**config.mk**
```make
export PLATFORM = sky130hd
export DESIGN_NAME = fifo_rd_stream_flat
export DESIGN_NICKNAME = d
export VERILOG_FILES = /design/src/rtl/fifo_rd_stream_pkg.sv /design/src/rtl/fifo_rd_stream_if.sv /design/src/rtl/fifo_rd_stream_skid_buf.sv /design/src/rtl/fifo_rd_stream.sv /design/src/flat_wrapper.sv
export SDC_FILE = /design/constraint.sdc
export NUM_CORES = 1
export LEC_CHECK = 0
export ABC_AREA = 1
export ABC_CLOCK_PERIOD_IN_PS = 1700
export CORE_MARGIN = 5
export CORE_UTILIZATION = 53
export DETAILED_ROUTE_END_ITERATION = 10
export PLACE_DENSITY = 0.78
export SETUP_SLACK_MARGIN = 0.1
export SLEW_MARGIN = 10
export SYNTH_ARGS = -nofsm -noshare
export SYNTH_HDL_FRONTEND = slang
export SYNTH_SLANG_ARGS = --single-unit
```
**constraint.sdc**
```tcl
create_clock -name r_clk -period 1.7 [get_ports r_clk]
set_input_delay 0.34 -clock r_clk [delete_from_list [all_inputs] [get_ports r_clk]]
set_output_delay 0.34 -clock r_clk [all_outputs]
set_load 0.1 [all_outputs]
```
**src/rtl/fifo_rd_stream_pkg.sv**
```systemverilog
// Shared async-FIFO definitions for the read-domain stages.
// Buffer depth, default word width and circular index wrap.
package fifo_rd_stream_pkg;

  localparam int D_SIZE_DEF = 8;
  localparam int BUF_DEPTH  = 3;

  typedef logic [1:0] idx_t;

  function automatic idx_t idx_incr(input idx_t i);
    return (i == idx_t'(BUF_DEPTH - 1)) ? '0 : i + 2'd1;
  endfunction

endpackage

```
**src/rtl/fifo_rd_stream_if.sv**
```systemverilog
// FIFO read-side and output-stream signal bundle.
// master: the read stage; slave: FIFO core plus consumer.
interface fifo_rd_stream_if
  import fifo_rd_stream_pkg::*;
#(
  parameter int D_SIZE = D_SIZE_DEF
);

  logic              empty;
  logic [D_SIZE-1:0] rd_data;
  logic              r_inc;
  logic              m_valid;
  logic [D_SIZE-1:0] m_data;
  logic              m_ready;
  logic              ovf_err;

  modport master (
    input  empty,
    input  rd_data,
    input  m_ready,
    output r_inc,
    output m_valid,
    output m_data,
    output ovf_err
  );

  modport slave (
    output empty,
    output rd_data,
    output m_ready,
    input  r_inc,
    input  m_valid,
    input  m_data,
    input  ovf_err
  );

endinterface

```
**src/rtl/fifo_rd_stream_skid_buf.sv**
```systemverilog
// 3-entry circular buffer behind the RAM read port.
// Tracks occupancy; flags a capture that finds no free slot.
module fifo_skid_buf
  import fifo_rd_stream_pkg::*;
#(
  parameter int D_SIZE = D_SIZE_DEF
) (
  input  logic              r_clk,
  input  logic              r_rstn,
  input  logic              cap,
  input  logic [D_SIZE-1:0] cap_data,
  input  logic              m_ready,
  output logic              m_valid,
  output logic [D_SIZE-1:0] m_data,
  output logic [1:0]        occ,
  output logic              ovf_err
);

  logic [D_SIZE-1:0] mem [BUF_DEPTH];
  idx_t              wr_idx;
  idx_t              rd_idx;
  logic              pop;
  logic              wr_en;

  assign m_valid = (occ != 2'd0);
  assign m_data  = mem[rd_idx];
  assign pop     = m_valid & m_ready;
  // a full buffer can still take a word if the head leaves this cycle
  assign wr_en   = cap & ((occ != 2'(BUF_DEPTH)) | pop);

  // Storage, indices, occupancy and sticky overflow flag
  always_ff @(posedge r_clk or negedge r_rstn) begin
    if (!r_rstn) begin
      for (int i = 0; i < BUF_DEPTH; i++) begin
        mem[i] <= '0;
      end
      wr_idx  <= '0;
      rd_idx  <= '0;
      occ     <= '0;
      ovf_err <= 1'b0;
    end else begin
      if (wr_en) begin
        mem[wr_idx] <= cap_data;
        wr_idx      <= idx_incr(wr_idx);
      end
      if (pop) begin
        rd_idx <= idx_incr(rd_idx);
      end
      unique case ({wr_en, pop})
        2'b10:   occ <= occ + 2'd1;
        2'b01:   occ <= occ - 2'd1;
        default: occ <= occ;
      endcase
      if (cap & ~wr_en) begin
        ovf_err <= 1'b1;
      end
    end
  end

endmodule

```
**src/rtl/fifo_rd_stream.sv**
```systemverilog
// Read-domain output stage: issues FIFO reads and streams words.
// Issue uses only registered state, so m_ready never reaches r_inc.
module fifo_rd_stream
  import fifo_rd_stream_pkg::*;
#(
  parameter int D_SIZE = D_SIZE_DEF
) (
  input  logic             r_clk,
  input  logic             r_rstn,
  fifo_rd_stream_if.master bus
);

  logic       en_q;
  logic       inflight;
  logic [1:0] occ;
  logic [2:0] owed;

  // words already buffered plus the one arriving from RAM
  assign owed = {1'b0, occ} + {2'b00, inflight};

  assign bus.r_inc = en_q & ~bus.empty & (owed < 3'(BUF_DEPTH));

  // Enable after reset release; remember an issued read for one cycle
  always_ff @(posedge r_clk or negedge r_rstn) begin
    if (!r_rstn) begin
      en_q     <= 1'b0;
      inflight <= 1'b0;
    end else begin
      en_q     <= 1'b1;
      inflight <= bus.r_inc;
    end
  end

  fifo_skid_buf #(
    .D_SIZE (D_SIZE)
  ) u_buf (
    .r_clk    (r_clk),
    .r_rstn   (r_rstn),
    .cap      (inflight),
    .cap_data (bus.rd_data),
    .m_ready  (bus.m_ready),
    .m_valid  (bus.m_valid),
    .m_data   (bus.m_data),
    .occ      (occ),
    .ovf_err  (bus.ovf_err)
  );

endmodule

```
**src/flat_wrapper.sv**
```systemverilog
// flat-port wrapper written by rule: the top's interface ports become plain ports
module fifo_rd_stream_flat import fifo_rd_stream_pkg::*;
#(
  parameter int D_SIZE = D_SIZE_DEF
)
  (r_clk, r_rstn, bus_empty, bus_rd_data, bus_m_ready, bus_r_inc, bus_m_valid, bus_m_data, bus_ovf_err);
  fifo_rd_stream_if #(.D_SIZE(D_SIZE)) bus_i ();
  input  logic r_clk;
  input  logic r_rstn;
  input wire logic [$bits(bus_i.empty)-1:0] bus_empty;
  input wire logic [$bits(bus_i.rd_data)-1:0] bus_rd_data;
  input wire logic [$bits(bus_i.m_ready)-1:0] bus_m_ready;
  output wire logic [$bits(bus_i.r_inc)-1:0] bus_r_inc;
  output wire logic [$bits(bus_i.m_valid)-1:0] bus_m_valid;
  output wire logic [$bits(bus_i.m_data)-1:0] bus_m_data;
  output wire logic [$bits(bus_i.ovf_err)-1:0] bus_ovf_err;
  assign bus_i.empty = bus_empty;
  assign bus_i.rd_data = bus_rd_data;
  assign bus_i.m_ready = bus_m_ready;
  assign bus_r_inc = bus_i.r_inc;
  assign bus_m_valid = bus_i.m_valid;
  assign bus_m_data = bus_i.m_data;
  assign bus_ovf_err = bus_i.ovf_err;
  fifo_rd_stream #(.D_SIZE(D_SIZE)) u_core (.r_clk(r_clk), .r_rstn(r_rstn), .bus(bus_i));
endmodule
```
==> flow_summary.yaml, run 1 <==
run_status:
  status: "finished, violations left"
  violations: "setup timing"
synthesis:
  synthSimpleGateAreaFrac_pct: 38.32
  synth_top_area_share_pct: 52.26
  synthXorXnorAreaFrac_pct: 0.5542
  synth-compound-area-share_pct: 1.108
  synth-edff-count: 0
  yosys-top-cells-count: "86 x nand2_1, 33 x dfrtp_1, 25 x nand4_1"
  yosysWarningCount: 0
  syn_area_per_cell_um2: 8.274
  synth_cell_type_count: 18
  syn_area_mm2: 0.001580
  syn_inst: 191
  synth_top_family_by_area: "simple AND/OR/NAND/NOR gates"
  ys.flop_type: "dfrtp_1"
  synthArstFlopShare_pct: 100.0
  synth.net_count: 206
  synth_fa_ha_area_share_pct: 2.375
  ys_ff_latch: 33
  synth_most_common_cell: "nand2_1"
  synthMuxAreaShare_pct: 0
  netlist_top_cells_area: "dfrtp_1 52%, nand2_1 20%, nand4_1 9.9%, nand3_1 3.2%, inv_1 2.9%"
  ys_seq_area_share_pct: 52.26
  synth_largest_area_cell: "dfrtp_1"
clock_tree:
  clk_latency_ns: 0.35
  clock-sinks: 33
  cts_buffer_depth: 2
  hold_buffers: 0
  cts_tree: "done"
  cts-htree-levels: 2
  path_clk_slew_ns: 0.10
  cts_buffers: 5
  clock-root-buffer: "clkbuf_4"
worst_setup_path:
  startpoint: "u_core.u_buf.occ[0]"
  worstPathMaxFanout: 2
  rr_startpoint: "u_core.u_buf.rd_idx[1]"
  critical_path_class: "register to primary output"
  rr_endpoint: "u_core.u_buf.rd_idx[1]"
  crit_chain: "ha_2 -> ha_4 -> nand2_2 -> inv_2 -> nor4_4 -> buf_12"
  cp-endpoint: "bus_r_inc"
  reg2regPathDepth: 9
  crit_path_start_kind: "register"
  r2r_slack_ns: 0.17
  critPathMaxStageDelay_ns: 0.39
  critPathSlowestCell: "dfrtp_1"
  crit_arrival_ns: 1.69
  crit_required_ns: 1.36
  end_kind: "primary output"
final_layout:
  fin_nets: 249
  layout-drive-gt1-share_pct: 37.87
  postLayoutCoreUtil_pct: 86.17
  fin_area_mm2: 0.002417
  diodes: 0
  syn2layout_area_growth_pct: 52.97
placed_design:
  portBuffers: 22
  place_congestion: 0.7678
  dp_hpwl_um: 2857
  postPlaceCellArea_mm2: 0.002095
  place_ws_ns: -0.07162
route:
  avgRoutedWirePerCell_um: 18.48
  vias: 1598
  postRouteAntennaNets: 0
  first_iter_violations: 194
  route.detailed.drc: 0
  first_pass_iters: 4
  drt-total-wl_um: 4915
  vias_per_cell: 6.008
timing:
  fin_skew_ns: 0.008732
  max_freq_mhz: 493.4
  hold_viol_final: 0
  final-setup-viol-count: 9
  fin_hold_ws_ns: 0.4047
  finalCritPeriodShare_pct: 119.2
  maxSlewViolCount: 0
  layout_setup_ws_ns: -0.3268
  rsz0062_at_grt: "yes"
  min_period_ns: 2.027
floorplanning:
  ios: 23
  die_w_um: 64.61
  die_height_um: 64.61
  core_area_mm2: 0.002805
  rows: 19
  start_util_pct: 56.33
  dieArea_mm2: 0.004174
grt:
  antenna_found_initial: 0
  grt_pass1_wl_um: 7396
  grt-ovfl-total: 0
  grt.total_usage_pct: 23.18
  grt_max_degree: 34
  grt_pass1_vias: 1555
min_path:
  worstHoldPathType: "primary input to async pin"
job:
  drv_cap: 0
-- flip-flops by register name (all words and copies together) (netlist names) --
signal and cells:
u_core.en_q 1, u_core.inflight 1, u_core.u_buf.mem 24, u_core.u_buf.occ 2, u_core.u_buf.ovf_err 1, u_core.u_buf.rd_idx 2, u_core.u_buf.wr_idx 2
-- per-stage QoR --
stage	TNS (ns)	cells
finish	-1.431	266
global route	-2.081	266
CTS	-1.075	268
detailed placement	-0.1172	251
global placement	0	251
floorplan	-0.9667	191
-- worst min path at each step --
stage	from	endpoint	slack (ns)	cells after the start
after CTS	r_rstn	u_core.u_buf.mem[4]	0.40	2
after global routing	r_rstn	u_core.u_buf.wr_idx[0]	0.45	2
final	r_rstn	u_core.u_buf.occ[1]	0.40	2
after detailed placement	u_core.u_buf.mem[9]	u_core.u_buf.mem[9]	0.46	2
after floorplan	r_rstn	u_core.en_q	0.04	0
after global placement	u_core.u_buf.mem[11]	u_core.u_buf.mem[11]	0.45	2
-- what timing repair did --
item                                    in CTS  in global routing
endpoints found under the setup margin       9                 12
pin swaps                                    2                 11
buffers inserted                             9                  1
gates resized for setup                     18                 41
-- cell usage in the layout, fill, tap and decap left out, drive strengths merged --
master         instances
nor4                   1
buf                   31
clkbuf                 6
o21bai                 1
nand2                 86
ha                     3
nor2                   6
nand4                 25
clkinv                 2
clkdlybuf4s50         11
inv                   13
conb                   1
xnor2                  1
o21ai                  2
dfrtp                 33
nand3                 13
-- layout make-up --
type / instances / area [µm²]
Clock buffer: 6 / 41.29
Clock inverter: 2 / 10.01
Fill cell: 153 / 387.9
Inverter: 13 / 51.30
Multi-Input combinational cell: 139 / 932.1
Sequential cell: 33 / 828.3
Tap cell: 31 / 38.79
Timing Repair Buffer: 42 / 515.5
-- per-layer routing --
metal	share of wire, %	GRT usage, %
met5	0	0
met2	53	38.53
met1	37	28.16
met3	8.3	6.736
met4	2.4	10.03
-- worst max-delay path, delay by kind of cell (launching register included) --
family	cells	cell delay, ns
and+or+nand+nor	2	0.29
buffers and inverters	2	0.26
DFF	1	0.39
adders and majority gates	2	0.41
-- logic make-up after synthesis --
kind of cell	Yosys count
AO/OA/AOI/OAI	3
other	1
flip-flops	33
AND/OR/NAND/NOR	131
XOR/XNOR	1
buffers and inverters	19
adder cells (fa/ha/maj)	3
Power of run 1 is left out: the tool's default activity adds up to more than one toggle a clock period on the data nets, which glitch-free logic cannot reach.
==> run 2: changes to the inputs <==
--- a/config.mk
+++ b/config.mk
@@ -6,7 +6,6 @@
 export NUM_CORES = 1
 export LEC_CHECK = 0
 export ABC_AREA = 1
-export ABC_CLOCK_PERIOD_IN_PS = 1700
 export CORE_MARGIN = 5
 export CORE_UTILIZATION = 53
 export DETAILED_ROUTE_END_ITERATION = 10
==> results of run 2 <==
The final DEF is identical to that of run 1; final timing and power are the same.
Power of run 2 is left out for the same reason.
